<file path="src/rtl/hazard_fwd_ctrl_if.sv">
// Decode-stage instruction in, forwarding/stall controls out, for hazard_fwd_ctrl.
interface hazard_fwd_ctrl_if;
  logic [19:0] ins;
  logic        ins_valid;
  logic [1:0]  mux_sel_a;
  logic [1:0]  mux_sel_b;
  logic        imm_sel;
  logic        stall;
  logic [4:0]  RW_dm;
  logic [4:0]  RW_wb;
  logic        wr_en_wb;
  logic [7:0]  stall_cnt;

  modport master (
    output ins, ins_valid,
    input  mux_sel_a, mux_sel_b, imm_sel, stall, RW_dm, RW_wb, wr_en_wb, stall_cnt
  );

  modport slave (
    input  ins, ins_valid,
    output mux_sel_a, mux_sel_b, imm_sel, stall, RW_dm, RW_wb, wr_en_wb, stall_cnt
  );
endinterface

</file>
<file path="src/rtl/hazard_fwd_ctrl.sv">
// Tracks EX/DM/WB destination registers and derives operand forwarding selects,
// immediate select and load-use stalls for the instruction currently in decode.
module hazard_fwd_ctrl (
  input  logic              clk,
  input  logic              reset,
  hazard_fwd_ctrl_if.slave  bus
);

  localparam logic [4:0] OP_LD  = 5'h08;
  localparam logic [4:0] OP_ST  = 5'h09;
  localparam logic [4:0] OP_NOP = 5'h1F;

  typedef struct packed {
    logic       valid;
    logic       wr;
    logic       ld;
    logic [4:0] rd;
  } stage_t;

  localparam stage_t BUBBLE = '0;

  stage_t     r_ex, r_dm, r_wb;
  logic [7:0] r_stall_cnt;

  logic [4:0] w_opcode, w_rd, w_rs1, w_rs2;
  logic       w_is_ld, w_is_st, w_is_nop, w_is_imm, w_is_rtype;
  logic       w_use_rs1, w_use_rs2;
  stage_t     w_dec;
  logic       w_stall;
  logic [1:0] w_sel_a, w_sel_b;

  assign w_opcode = bus.ins[19:15];
  assign w_rd     = bus.ins[14:10];
  assign w_rs1    = bus.ins[9:5];
  assign w_rs2    = bus.ins[4:0];

  assign w_is_ld    = (w_opcode == OP_LD);
  assign w_is_st    = (w_opcode == OP_ST);
  assign w_is_nop   = (w_opcode == OP_NOP);
  assign w_is_imm   = w_opcode[4] & ~w_is_nop;
  assign w_is_rtype = ~w_is_imm & ~w_is_nop & ~w_is_ld & ~w_is_st;

  // Inactive source fields never forward or stall, whatever their bit pattern.
  assign w_use_rs1 = ~w_is_nop;
  assign w_use_rs2 = w_is_rtype | w_is_st;

  assign w_dec = '{valid: 1'b1, wr: ~w_is_st & ~w_is_nop, ld: w_is_ld, rd: w_rd};

  function automatic logic hit(input stage_t s, input logic [4:0] src);
    return s.valid & s.wr & (s.rd == src);
  endfunction

  // A matching load in EX yields 0 here; the stall path covers that case.
  function automatic logic [1:0] fwd_sel(input stage_t ex, input stage_t dm,
                                         input stage_t wb, input logic [4:0] src,
                                         input logic active);
    if (!active)          return 2'd0;
    if (hit(ex, src))     return ex.ld ? 2'd0 : 2'd1;
    if (hit(dm, src))     return 2'd2;
    if (hit(wb, src))     return 2'd3;
    return 2'd0;
  endfunction

  assign w_stall = bus.ins_valid & r_ex.valid & r_ex.ld &
                   ((w_use_rs1 & (r_ex.rd == w_rs1)) | (w_use_rs2 & (r_ex.rd == w_rs2)));

  // NOTE: every always_comb output gets a default first so no path leaves it unassigned (no latch).
  always_comb begin
    w_sel_a = 2'd0;
    w_sel_b = 2'd0;
    if (bus.ins_valid && !w_stall) begin
      w_sel_a = fwd_sel(r_ex, r_dm, r_wb, w_rs1, w_use_rs1);
      w_sel_b = fwd_sel(r_ex, r_dm, r_wb, w_rs2, w_use_rs2);
    end
  end

  // NOTE: state uses non-blocking assignments so all stages shift off the same pre-edge values.
  always_ff @(posedge clk or posedge reset) begin
    if (reset) begin
      r_ex        <= BUBBLE;
      r_dm        <= BUBBLE;
      r_wb        <= BUBBLE;
      r_stall_cnt <= 8'd0;
    end else begin
      r_wb <= r_dm;
      r_dm <= r_ex;
      r_ex <= (bus.ins_valid && !w_stall) ? w_dec : BUBBLE;
      if (w_stall && (r_stall_cnt != 8'hFF))
        r_stall_cnt <= r_stall_cnt + 8'd1;
    end
  end

  assign bus.mux_sel_a = w_sel_a;
  assign bus.mux_sel_b = w_sel_b;
  assign bus.imm_sel   = bus.ins_valid & w_is_imm;
  assign bus.stall     = w_stall;
  assign bus.RW_dm     = r_dm.rd;
  assign bus.RW_wb     = r_wb.rd;
  assign bus.wr_en_wb  = r_wb.valid & r_wb.wr;
  assign bus.stall_cnt = r_stall_cnt;

endmodule

</file>
<file path="src/flat_wrapper.sv">
// flat-port wrapper written by rule: the top's interface ports become plain ports
module hazard_fwd_ctrl_flat 
  (clk, reset, bus_ins, bus_ins_valid, bus_mux_sel_a, bus_mux_sel_b, bus_imm_sel, bus_stall, bus_RW_dm, bus_RW_wb, bus_wr_en_wb, bus_stall_cnt);
  hazard_fwd_ctrl_if bus_i ();
  input  logic clk;
  input  logic reset;
  input wire logic [$bits(bus_i.ins)-1:0] bus_ins;
  input wire logic [$bits(bus_i.ins_valid)-1:0] bus_ins_valid;
  output wire logic [$bits(bus_i.mux_sel_a)-1:0] bus_mux_sel_a;
  output wire logic [$bits(bus_i.mux_sel_b)-1:0] bus_mux_sel_b;
  output wire logic [$bits(bus_i.imm_sel)-1:0] bus_imm_sel;
  output wire logic [$bits(bus_i.stall)-1:0] bus_stall;
  output wire logic [$bits(bus_i.RW_dm)-1:0] bus_RW_dm;
  output wire logic [$bits(bus_i.RW_wb)-1:0] bus_RW_wb;
  output wire logic [$bits(bus_i.wr_en_wb)-1:0] bus_wr_en_wb;
  output wire logic [$bits(bus_i.stall_cnt)-1:0] bus_stall_cnt;
  assign bus_i.ins = bus_ins;
  assign bus_i.ins_valid = bus_ins_valid;
  assign bus_mux_sel_a = bus_i.mux_sel_a;
  assign bus_mux_sel_b = bus_i.mux_sel_b;
  assign bus_imm_sel = bus_i.imm_sel;
  assign bus_stall = bus_i.stall;
  assign bus_RW_dm = bus_i.RW_dm;
  assign bus_RW_wb = bus_i.RW_wb;
  assign bus_wr_en_wb = bus_i.wr_en_wb;
  assign bus_stall_cnt = bus_i.stall_cnt;
  hazard_fwd_ctrl u_core (.clk(clk), .reset(reset), .bus(bus_i));
endmodule
</file>
<file path="config.mk">
export PLATFORM = sky130hd
export DESIGN_NAME = hazard_fwd_ctrl_flat
export DESIGN_NICKNAME = d
export VERILOG_FILES = /design/src/rtl/hazard_fwd_ctrl_if.sv /design/src/rtl/hazard_fwd_ctrl.sv /design/src/flat_wrapper.sv
export SDC_FILE = /design/constraint.sdc
export NUM_CORES = 1
export LEC_CHECK = 0
export ABC_AREA = 0
export CAP_MARGIN = 15
export CORE_MARGIN = 1
export CORE_UTILIZATION = 49
export CTS_BUF_LIST = sky130_fd_sc_hd__clkbuf_4
export CTS_CLUSTER_DIAMETER = 50
export DETAILED_ROUTE_END_ITERATION = 7
export GPL_TIMING_DRIVEN = 0
export PLACE_DENSITY = 0.92
export SLEW_MARGIN = 10
export SYNTH_ARGS = -nofsm -noshare
export SYNTH_HDL_FRONTEND = slang
export SYNTH_SLANG_ARGS = --single-unit
</file>
<file path="constraint.sdc">
create_clock -name clk -period 2.15 [get_ports clk]
set_clock_uncertainty 0.1 [all_clocks]
set_input_delay 0.43 -clock clk [delete_from_list [all_inputs] [get_ports clk]]
set_output_delay 0.43 -clock clk [all_outputs]
set_load 0.01 [all_outputs]
</file>
==> impl_metrics.xml, run 1 <==
<?xml version="1.0" encoding="UTF-8"?>
<metrics>
  <group name="critical_path">
    <metric name="crit_slowest_cell" unit="">dfrtp_1</metric>
    <metric name="critical_path_required" unit="ns">1.62</metric>
    <metric name="cell_chain_critical_path" unit="">xor2_1 -&gt; nor3_2 -&gt; a22oi_2 -&gt; buf_6 -&gt; o211ai_1 -&gt; a21oi_1 -&gt; buf_2</metric>
    <metric name="critical_path.reg2reg.startpoint" unit="">u_core.r_ex[2]</metric>
    <metric name="buffers_plus_inverters_on_the_worst_setup_path" unit="">2</metric>
    <metric name="reg2regPathDepth" unit="">9</metric>
    <metric name="crit_family" unit="">compound AO/OA/AOI/OAI gates</metric>
    <metric name="worst-path-max-fanout" unit="">3</metric>
    <metric name="worstSetupEndpointType" unit="">output pin</metric>
    <metric name="critPathMaxStageDelay" unit="ns">0.43</metric>
    <metric name="critPathLaunchType" unit="">register</metric>
    <metric name="r2r_setup_slack" unit="ns">-0.05</metric>
    <metric name="cp-startpoint" unit="">u_core.r_ex[2]</metric>
    <metric name="worst_r2r_endpoint" unit="">u_core.bus.stall_cnt[6]</metric>
    <metric name="worst-setup-path-type" unit="">reg -&gt; out</metric>
    <metric name="worst_ep_arrival_time" unit="ns">2.03</metric>
  </group>
  <group name="clocking">
    <metric name="cts_inserted_buffers" unit="">5</metric>
    <metric name="cts.path.max_buffers" unit="">2</metric>
    <metric name="htreeDepth" unit="">2</metric>
    <metric name="clk_latency_worst_skew_pair" unit="ns">0.34</metric>
    <metric name="clk_pin_slew_worst_paths" unit="ns">0.09</metric>
    <metric name="tritoncts_num_sinks" unit="">30</metric>
    <metric name="ctsRootBufferMaster" unit="">clkbuf_4</metric>
    <metric name="cts_tree" unit="">done</metric>
  </group>
  <group name="layout">
    <metric name="fill_cells" unit="">231</metric>
    <metric name="most_common_library_cell_in_the_layout_ignoring_fill_and_taps" unit="">dfrtp_1</metric>
    <metric name="seq_area" unit="um2">753.2</metric>
    <metric name="final_cell_mix" unit="">dfrtp_1 (28), clkdlybuf4s50_1 (26), xor2_1 (22)</metric>
    <metric name="multi_input_area" unit="um2">917.1</metric>
    <metric name="insertedDiodeCount" unit="">0</metric>
    <metric name="layout.nets" unit="">244</metric>
    <metric name="area_growth" unit="%">46.11</metric>
    <metric name="post-route-cell-area" unit="mm2">0.002490</metric>
    <metric name="layout-drive-gt1-share" unit="%">30.32</metric>
  </group>
  <group name="yosys">
    <metric name="synth_area" unit="mm2">0.001704</metric>
    <metric name="synth.top_cell.area_share" unit="%">44.05</metric>
    <metric name="ys_async_sr_fraction" unit="%">100.0</metric>
    <metric name="gate_count_after_technology_mapping" unit="">156</metric>
    <metric name="dominantRegCellSynth" unit="">dfrtp_1</metric>
    <metric name="sequential_element_share_of_the_synthesized_area" unit="%">44.05</metric>
    <metric name="netlist.top_cell.by_area" unit="">dfrtp_1</metric>
    <metric name="synth_seq_cells" unit="">30</metric>
    <metric name="synth-edff-count" unit="">0</metric>
    <metric name="ys.warnings.count" unit="">0</metric>
    <metric name="synth_top_cells_by_area" unit="">dfrtp_1 (44%), xor2_1 (13%), xnor2_1 (5.1%)</metric>
    <metric name="mappedNetlistNets" unit="">180</metric>
    <metric name="synth.avg_cell_area" unit="um2">10.92</metric>
    <metric name="synth_cell_types" unit="">36</metric>
  </group>
  <group name="grt">
    <metric name="gr-total-overflow" unit="">0</metric>
    <metric name="number_of_antenna_violations_at_the_first_check_in_global_routing" unit="">0</metric>
    <metric name="grt_max_degree" unit="">31</metric>
    <metric name="grt_pass1_wl" unit="mm">6.037</metric>
    <metric name="globalRouteTotalUtil" unit="%">23.13</metric>
    <metric name="first_global_vias" unit="">1249</metric>
  </group>
  <group name="sta">
    <metric name="postLayoutSetupSlackWorst" unit="ns">-0.4075</metric>
    <metric name="finalHoldViolCount" unit="">0</metric>
    <metric name="max_freq" unit="MHz">391.0</metric>
    <metric name="final.period_utilization" unit="%">119.0</metric>
    <metric name="post-route-min-period" unit="ns">2.558</metric>
    <metric name="rsz0062_at_grt" unit="">yes</metric>
    <metric name="max-slew-margin-rel" unit="%">70.63</metric>
    <metric name="worst_slew_pin_slew" unit="ns">0.4378</metric>
    <metric name="final-setup-viol-count" unit="">8</metric>
    <metric name="whs" unit="ns">0.2377</metric>
    <metric name="final_max_slew_viol_count" unit="">0</metric>
  </group>
  <group name="outcome">
    <metric name="outcome" unit="">complete, but fails checks</metric>
    <metric name="violations" unit="">negative setup slack</metric>
  </group>
  <group name="pwr">
    <metric name="ir_worst_vdd" unit="V">0.0004041</metric>
    <metric name="static-leakage-power" unit="nW">1.133</metric>
    <metric name="totalPowerFinal" unit="W">0.001406</metric>
    <metric name="pwr_density_cell" unit="mW/mm2">564.8</metric>
  </group>
  <group name="detailed_routing">
    <metric name="drt-initial-drc-count" unit="">64</metric>
    <metric name="num_vias" unit="">1392</metric>
    <metric name="totalWireLength" unit="mm">4.185</metric>
    <metric name="dr.pass1.iters" unit="">4</metric>
    <metric name="route.detailed.wl_per_inst" unit="um">15.67</metric>
    <metric name="drt.antenna.violating_nets" unit="">0</metric>
    <metric name="detail_route.drc_violations" unit="">0</metric>
    <metric name="viasPerCell" unit="">5.213</metric>
  </group>
  <group name="placed_design">
    <metric name="post_dp_cell_area" unit="mm2">0.002232</metric>
    <metric name="gp_congestion" unit="">0.8750</metric>
    <metric name="detailed_place_hpwl" unit="mm">2.734</metric>
    <metric name="io_buffers" unit="">47</metric>
  </group>
  <group name="floorplanning">
    <metric name="starting_density_of_the_core" unit="%">51.07</metric>
    <metric name="fp.dieW" unit="um">60.98</metric>
    <metric name="core-area" unit="mm2">0.003337</metric>
    <metric name="fp.dieArea" unit="mm2">0.003718</metric>
    <metric name="die_height" unit="um">60.98</metric>
    <metric name="io-pin-count" unit="">48</metric>
    <metric name="num_rows" unit="">21</metric>
  </group>
  <group name="run">
    <metric name="maxCapViolCount" unit="">0</metric>
  </group>
  <group name="worst_hold_path">
    <metric name="hp-class" unit="">in -&gt; async</metric>
  </group>
</metrics>
## state kept, by name (all words and copies together), names as in the netlist
name / cells
u_core.bus.stall_cnt: 8
u_core.r_ex: 8
u_core.bus.RW_dm: 5
u_core.bus.RW_wb: 5
u_core.r_dm: 2
u_core.r_wb: 2
## worst max-delay path by stage
| stage | endpoint | slack [ns] | depth (start not counted) |
|---|---|---|---|
| 3_3_place_gp | bus_mux_sel_a[1] | -1.15 | 8 |
| 3_5_place_dp | bus_mux_sel_a[1] | -1.20 | 8 |
| 2_1_floorplan | bus_mux_sel_b[1] | 0.01 | 6 |
| 6_report | bus_mux_sel_b[0] | -0.41 | 7 |
| 4_1_cts | bus_mux_sel_b[1] | -0.35 | 7 |
| 5_1_grt | bus_mux_sel_b[1] | -0.57 | 7 |
## timing repair
action,CTS,global route
hold buffers,0,0
cloned,0,0
endpoints found under the setup margin,8,8
resized for setup,45,18
setup buffers,4,5
pin swaps,11,12
## cell type report
class                   count  share of cell area, %
well taps                  46                  2.312
clock buffers               5                  1.508
flip-flops and latches     30                  30.25
repair buffers             57                  21.41
plain buffers              11                  3.467
inverters                  11                  1.658
multi-input cells         104                  36.83
clock inverters             3                  2.563
## report_power, final
| group | switching (W) | leakage, nW | internal, W | total, W |
|---|---|---|---|---|
| clock network | 0.000204 | 0.0528 | 0.000358 | 0.000562 |
| registers | 0.0000253 | 0.387 | 0.000585 | 0.000611 |
| logic | 0.000114 | 0.694 | 0.000120 | 0.000234 |
| total | 0.000343 | 1.13 | 0.00106 | 0.00141 |
## metrics by stage
stage	TNS [ns]	worst slack, ns	util [%]	cells
floorplan	0	0.009985	-	156
global placement	-8.294	-1.149	66.89	249
detailed placement	-9.069	-1.199	66.89	249
CTS	-1.598	-0.3517	71.50	261
global route	-3.356	-0.5700	74.62	267
finish	-1.822	-0.4075	74.62	267
## kinds of logic (layout without fill, tap and decap cells)
logic type / after synthesis / in the layout / synth area share [%]
fa+ha+maj: 1 / 1 / 0.7341
compound gates: 10 / 10 / 5.287
buf+inv: 22 / 87 / 7.489
mux: 2 / 2 / 1.542
simple gates: 55 / 55 / 22.39
xor+xnor: 36 / 36 / 18.50
flops: 30 / 30 / 44.05
## cells in the mapped netlist, types with 2 or more instances
library cell,n
inv_1,11
nand4_1,5
xor2_1,26
a21oi_1,2
nor3_1,8
buf_4,10
nand2_1,8
nor4_1,2
or2_2,2
o31a_1,2
dfrtp_1,30
nor3b_2,2
nand3_1,6
nor2_1,9
nor4_2,3
xnor2_1,10
## per-layer routing
layer  vias up  wire (um)  global-route usage (%)
li1        653          -                       -
met1       686       1826                   31.61
met2        45       2122                   35.64
met3         8        183                   6.610
met4         0         53                   7.468
met5         -          0                       0
Note: power is estimated with default switching activity, not from simulation.
==> run 2, diff against run 1 <==
--- a/config.mk
+++ b/config.mk
@@ -16,2 +16,3 @@
 export PLACE_DENSITY = 0.92
+export RECOVER_POWER = 100
 export SLEW_MARGIN = 10
==> constraint.sdc (replaced) <==
create_clock -name clk -period 2.15 [get_ports clk]
set_clock_uncertainty 0.1 [all_clocks]
set_input_delay 0.3225 -clock clk [delete_from_list [all_inputs] [get_ports clk]]
set_output_delay 0.3225 -clock clk [all_outputs]
set_load 0.01 [all_outputs]
==> impl_metrics.xml, run 2 (same netlist as run 1, synthesis figures left out) <==
<?xml version="1.0" encoding="UTF-8"?>
<metrics>
  <group name="layout">
    <metric name="insertedDiodeCount" unit="">0</metric>
    <metric name="postLayoutCoreUtil" unit="%">75.40</metric>
    <metric name="area_growth" unit="%">47.65</metric>
    <metric name="most_common_library_cell_in_the_layout_ignoring_fill_and_taps" unit="">dfrtp_1</metric>
    <metric name="post-route-cell-area" unit="mm2">0.002516</metric>
    <metric name="layout.nets" unit="">244</metric>
    <metric name="final_cell_mix" unit="">dfrtp_1 (28), clkdlybuf4s50_1 (26), xor2_1 (21)</metric>
    <metric name="layout-drive-gt1-share" unit="%">30.32</metric>
    <metric name="fill_cells" unit="">229</metric>
  </group>
  <group name="clocking">
    <metric name="ctsRootBufferMaster" unit="">clkbuf_4</metric>
    <metric name="cts.path.max_buffers" unit="">2</metric>
    <metric name="cts_tree" unit="">done</metric>
    <metric name="tritoncts_num_sinks" unit="">30</metric>
    <metric name="clk_latency_worst_skew_pair" unit="ns">0.34</metric>
    <metric name="htreeDepth" unit="">2</metric>
    <metric name="holdBufCountCts" unit="">0</metric>
    <metric name="clk_pin_slew_worst_paths" unit="ns">0.10</metric>
    <metric name="cts_inserted_buffers" unit="">5</metric>
  </group>
  <group name="placed_design">
    <metric name="detailed_place_hpwl" unit="mm">2.734</metric>
    <metric name="io_buffers" unit="">47</metric>
    <metric name="post_dp_cell_area" unit="mm2">0.002232</metric>
    <metric name="gp_congestion" unit="">0.8750</metric>
  </group>
  <group name="critical_path">
    <metric name="critical_path_required" unit="ns">1.73</metric>
    <metric name="critPathLaunchType" unit="">register</metric>
    <metric name="worst-path-max-fanout" unit="">3</metric>
    <metric name="worst_ep_arrival_time" unit="ns">2.03</metric>
    <metric name="r2r_setup_slack" unit="ns">-0.05</metric>
    <metric name="worstSetupEndpointType" unit="">output pin</metric>
    <metric name="worst-setup-path-type" unit="">reg -&gt; out</metric>
  </group>
  <group name="grt">
    <metric name="first_global_vias" unit="">1246</metric>
    <metric name="globalRouteTotalUtil" unit="%">23.34</metric>
    <metric name="grt_pass1_wl" unit="mm">6.058</metric>
    <metric name="grt_max_degree" unit="">31</metric>
    <metric name="gr-total-overflow" unit="">0</metric>
    <metric name="number_of_antenna_violations_at_the_first_check_in_global_routing" unit="">0</metric>
  </group>
  <group name="sta">
    <metric name="postLayoutSetupSlackWorst" unit="ns">-0.3061</metric>
    <metric name="final.period_utilization" unit="%">114.2</metric>
    <metric name="final-setup-viol-count" unit="">17</metric>
    <metric name="max-slew-margin-rel" unit="%">69.60</metric>
    <metric name="max_freq" unit="MHz">407.2</metric>
    <metric name="finalHoldViolCount" unit="">0</metric>
    <metric name="final_max_slew_viol_count" unit="">0</metric>
    <metric name="worst_slew_pin_slew" unit="ns">0.4532</metric>
    <metric name="rsz0062_at_grt" unit="">yes</metric>
    <metric name="whs" unit="ns">0.2657</metric>
    <metric name="post-route-min-period" unit="ns">2.456</metric>
    <metric name="setup-tns-final" unit="ns">-1.386</metric>
  </group>
  <group name="detailed_routing">
    <metric name="num_vias" unit="">1390</metric>
    <metric name="route.detailed.wl_per_inst" unit="um">16.06</metric>
    <metric name="dr.pass1.iters" unit="">4</metric>
    <metric name="drt-initial-drc-count" unit="">64</metric>
    <metric name="viasPerCell" unit="">5.206</metric>
    <metric name="totalWireLength" unit="mm">4.287</metric>
    <metric name="drt.antenna.violating_nets" unit="">0</metric>
    <metric name="detail_route.drc_violations" unit="">0</metric>
  </group>
  <group name="pwr">
    <metric name="ir_worst_vdd" unit="V">0.0004035</metric>
    <metric name="totalPowerFinal" unit="W">0.001416</metric>
    <metric name="pwr_density_cell" unit="mW/mm2">562.7</metric>
    <metric name="static-leakage-power" unit="nW">1.152</metric>
  </group>
  <group name="floorplanning">
    <metric name="die_height" unit="um">60.98</metric>
    <metric name="fp.dieArea" unit="mm2">0.003718</metric>
    <metric name="io-pin-count" unit="">48</metric>
    <metric name="fp.dieW" unit="um">60.98</metric>
    <metric name="starting_density_of_the_core" unit="%">51.07</metric>
    <metric name="num_rows" unit="">21</metric>
    <metric name="core-area" unit="mm2">0.003337</metric>
  </group>
  <group name="outcome">
    <metric name="outcome" unit="">complete, but fails checks</metric>
    <metric name="violations" unit="">negative setup slack</metric>
  </group>
  <group name="run">
    <metric name="maxCapViolCount" unit="">0</metric>
  </group>
  <group name="worst_hold_path">
    <metric name="hp-class" unit="">in -&gt; async</metric>
  </group>
</metrics>
[run 2: cell types whose count changed in the layout (fill, tap and decap cells not counted), sizes merged]
cell | before | now
dlygate4sd2 | 12 | 15
clkbuf | 7 | 5
clkdlybuf4s15 | 2 | 0
dlygate4sd3 | 0 | 1
[run 2: area by class of cell]
cell class	count	area, um2	area share [%]
Sequential cell	30	753.2	29.94
Multi-Input combinational cell	104	937.1	37.25
Inverter	11	41.29	1.641
Buffer	11	86.33	3.431
Clock buffer	5	37.54	1.492
Tap cell	46	57.56	2.287
Timing Repair Buffer	57	539.3	21.43
Clock inverter	3	63.81	2.536
[run 2: metal layers]
layer / up-vias / share of wire, % / track usage, %
met2: 50 / 52 / 36.11
met5: - / 0 / 0
met3: 5 / 6.0 / 7.036
met4: 0 / 1.2 / 7.143
met1: 684 / 41 / 31.70
li1: 651 / - / -
[run 2: metrics by stage]
step / setup slack, ns / instances
2_1_floorplan: 0.2250 / 156
3_3_place_gp: -0.9336 / 249
3_5_place_dp: -0.9844 / 249
4_1_cts: -0.2508 / 262
5_1_grt: -0.4227 / 267
6_report: -0.3061 / 267
[run 2: worst paths after layout]
check | startpoint | end | cells after the start
worst max register to register | u_core.r_ex[1] | u_core.bus.stall_cnt[6] | 9
worst max-delay path | u_core.bus.RW_dm[2] | bus_mux_sel_b[1] | 7
worst min register to register | u_core.r_ex[6] | u_core.r_dm[6] | 0
worst min-delay path | reset | u_core.bus.stall_cnt[6] | 2
max in group asynchronous | reset | u_core.r_ex[1] | 3
min in group clk | bus_ins[18] | u_core.r_ex[6] | 2
[run 2: worst max-delay path: stages, from the launching register on]
cell     delay [ns]
dfrtp_1        0.41
buf_4          0.16
xor2_1         0.15
nor4_1         0.26
nand4_1        0.23
o31a_1         0.17
nor3b_2        0.15
buf_2          0.16
[run 2: power breakdown]
group	leakage (nW)	switching, W	internal [W]
Clock	0.0528	0.000209	0.000358
Sequential	0.387	0.0000258	0.000585
Combinational	0.712	0.000116	0.000122
[run 2: repair_timing]
item | in CTS | in global routing
setup buffers | 5 | 4
gates resized for setup | 45 | 13
endpoints found under the setup margin | 5 | 9
pin swaps | 12 | 10
==> variant: new RTL, settings of run 1 <==
Make the reset (`reset`) synchronous in one clocked block.
--- a/src/rtl/hazard_fwd_ctrl.sv
+++ b/src/rtl/hazard_fwd_ctrl.sv
@@ -75,7 +75,7 @@
   end
 
   // NOTE: state uses non-blocking assignments so all stages shift off the same pre-edge values.
-  always_ff @(posedge clk or posedge reset) begin
+  always_ff @(posedge clk) begin
     if (reset) begin
       r_ex        <= BUBBLE;
       r_dm        <= BUBBLE;
Formal check against the unedited RTL: differs if reset is asserted again (counterexample within 4 cycles, from zero or initial values and one cycle with reset high); with reset held inactive, the same outputs for 10 cycles.
==> variant against run 1 <==
The flow still finishes with violations (setup timing). Sequential share of layout area shrank 5.2 points. Die area shrank 2.8%. Cell area shrank 1.5%. Total power shrank 12%. Sequential power shrank 4.4%. Setup slack gained 0.0060 ns. Combinational power shrank 14%. Count of clock-buffer cells in the layout is the same. First-iteration DRC count grew 36%. Final cell count grew 7.9%. Synthesized area shrank 2.9%. Sequential cell count is the same. Routed wire length grew 14%. Largest cell class unchanged.
==> variant: results (changes against run 1) <==
Ys Warns=0 (unchanged); max incr delay on CP=0.40 ns (-0.03 ns); Detailed Routing Iterations Pass 1=4 (unchanged); Yosys cell types=45 (+25%); Detail Placement HPWL=3.00 mm (+9.9%); total track usage=28.3% (+5.2 points); Ant. Diodes=0 (unchanged); share of layout cells above drive strength 1=32.8% (+2.5 points); NumNets Final=267 (+9.4%); PortBufs=47 (unchanged); area grow syn2layout=48.2%; dpl cell area=2190 um2 (-1.8%); Hold Path Class=in2reg; Initial DRC Count=87 (+36%); pre-CTS worst setup slack=-1.17 ns (+0.0264 ns); # setup viols final=7 (-1); Crit-path slowest cell=or3b_1; number of antenna violations at the first check in global routing=0 (unchanged); VDD IR-drop max=0.415 mV (+2.7%); Synthesized Nets=200 (+11%); static leakage=0.935 nW (-17%); pin count of the biggest net entering global routing=11 (-65%); DR WL/cell=16.6 um (+5.7%); Synth area leaders=dfxtp_1 (36%), xor2_1 (8.5%), xnor2_1 (6.3%); Layout fillers=192 (-17%); vias after detailed routing=1595 (+15%); Final WS setup=-0.402 ns (+0.00595 ns); gpl congestion=0.816 (-6.7%); Sw Share=25.9% (+1.5 points); slew margin rel.=67.1% (-3.5 points); top_reg_cell synth=dfxtp_1; Synth Instances=176 (+13%); Fin Setup TNS=-1.58 ns (+0.244 ns); grt ovf=0 (unchanged); violated checks=setup timing; crit-path max FO=3 (unchanged); most instantiated cells after synthesis=dfxtp_1 (30), nor2b_1 (16), xor2_1 (16); Total Wirelength=4.77 mm (+14%); global-route wire length before repair=7.27 mm (+20%); sequential area share after synthesis=36.3% (-7.8 points); fraction of registers with async set/reset=0% (-100 points); cts bufs inserted=5 (unchanged); H-tree levels=2 (unchanged); status=complete, but fails checks; vias in the first global route=1550 (+24%); CP arrival=2.02 ns
-- variant: power groups by stage --
| stage | sequential, mW | clock, mW | combinational [mW] |
|---|---|---|---|
| 2_1_floorplan | 0.591 | 0 | 0.0856 |
| 3_3_place_gp | 0.594 | 0 | 0.163 |
| 3_5_place_dp | 0.594 | 0 | 0.166 |
| 4_1_cts | 0.582 | 0.445 | 0.188 |
| 5_1_grt | 0.585 | 0.476 | 0.212 |
| 6_report | 0.584 | 0.447 | 0.201 |
-- variant: layer usage --
layer  track usage, %  vias up  part of all wire, %
li1                 -      749                    -
met1             35.7      753                   41
met2             44.1       78                   49
met3             6.71       15                  6.7
met4             15.6        0                  3.1
met5                0        -                    0
-- variant: final timing paths --
check / from / endpoint / slack (ns) / depth (start not counted)
setup / recovery: bus_ins[2] / bus_mux_sel_b[0] / -0.40 / 7
hold / removal: bus_ins[15] / u_core.r_ex[5] / 0.38 / 2
setup reg to reg: u_core.r_ex[1] / u_core.bus.stall_cnt[4] / -0.08 / 8
hold reg to reg: u_core.r_dm[6] / u_core.r_wb[6] / 0.40 / 1
-- variant: critical path: cells and delay by family --
family,cells,cell delay [ns]
buffers and inverters,2,0.39
XOR/XNOR,1,0.17
AO/OA/AOI/OAI,1,0.19
AND/OR/NAND/NOR,3,0.84
-- variant: cell families (layout without fill, tap and decap cells) --
kind of cell             Yosys count  in the layout  synth area share, %
AO/OA/AOI/OAI                     21             21                 10.7
XOR/XNOR                          30             30                 16.8
adder cells (fa/ha/maj)            1              1                0.756
buffers and inverters             17             85                 6.58
flip-flops                        30             30                 36.3
multiplexers                       3              3                 1.97
AND/OR/NAND/NOR                   74             74                 26.9
-- variant: area by class of cell --
| cell class | instances | share of cell area [%] |
|---|---|---|
| clock buffer | 5 | 1.53 |
| timing repair buffer | 60 | 21.3 |
| buffer | 14 | 3.98 |
| inverter | 3 | 0.459 |
| tap | 44 | 2.24 |
| sequential | 30 | 25.1 |
| multi-input combinational | 129 | 43.8 |
| clock inverter | 3 | 1.63 |
-- variant: repair_timing --
item	4_1_cts	5_1_grt
pin swaps	22	14
setup buffers	13	0
endpoints found under the setup margin	7	8
gates resized for setup	94	6
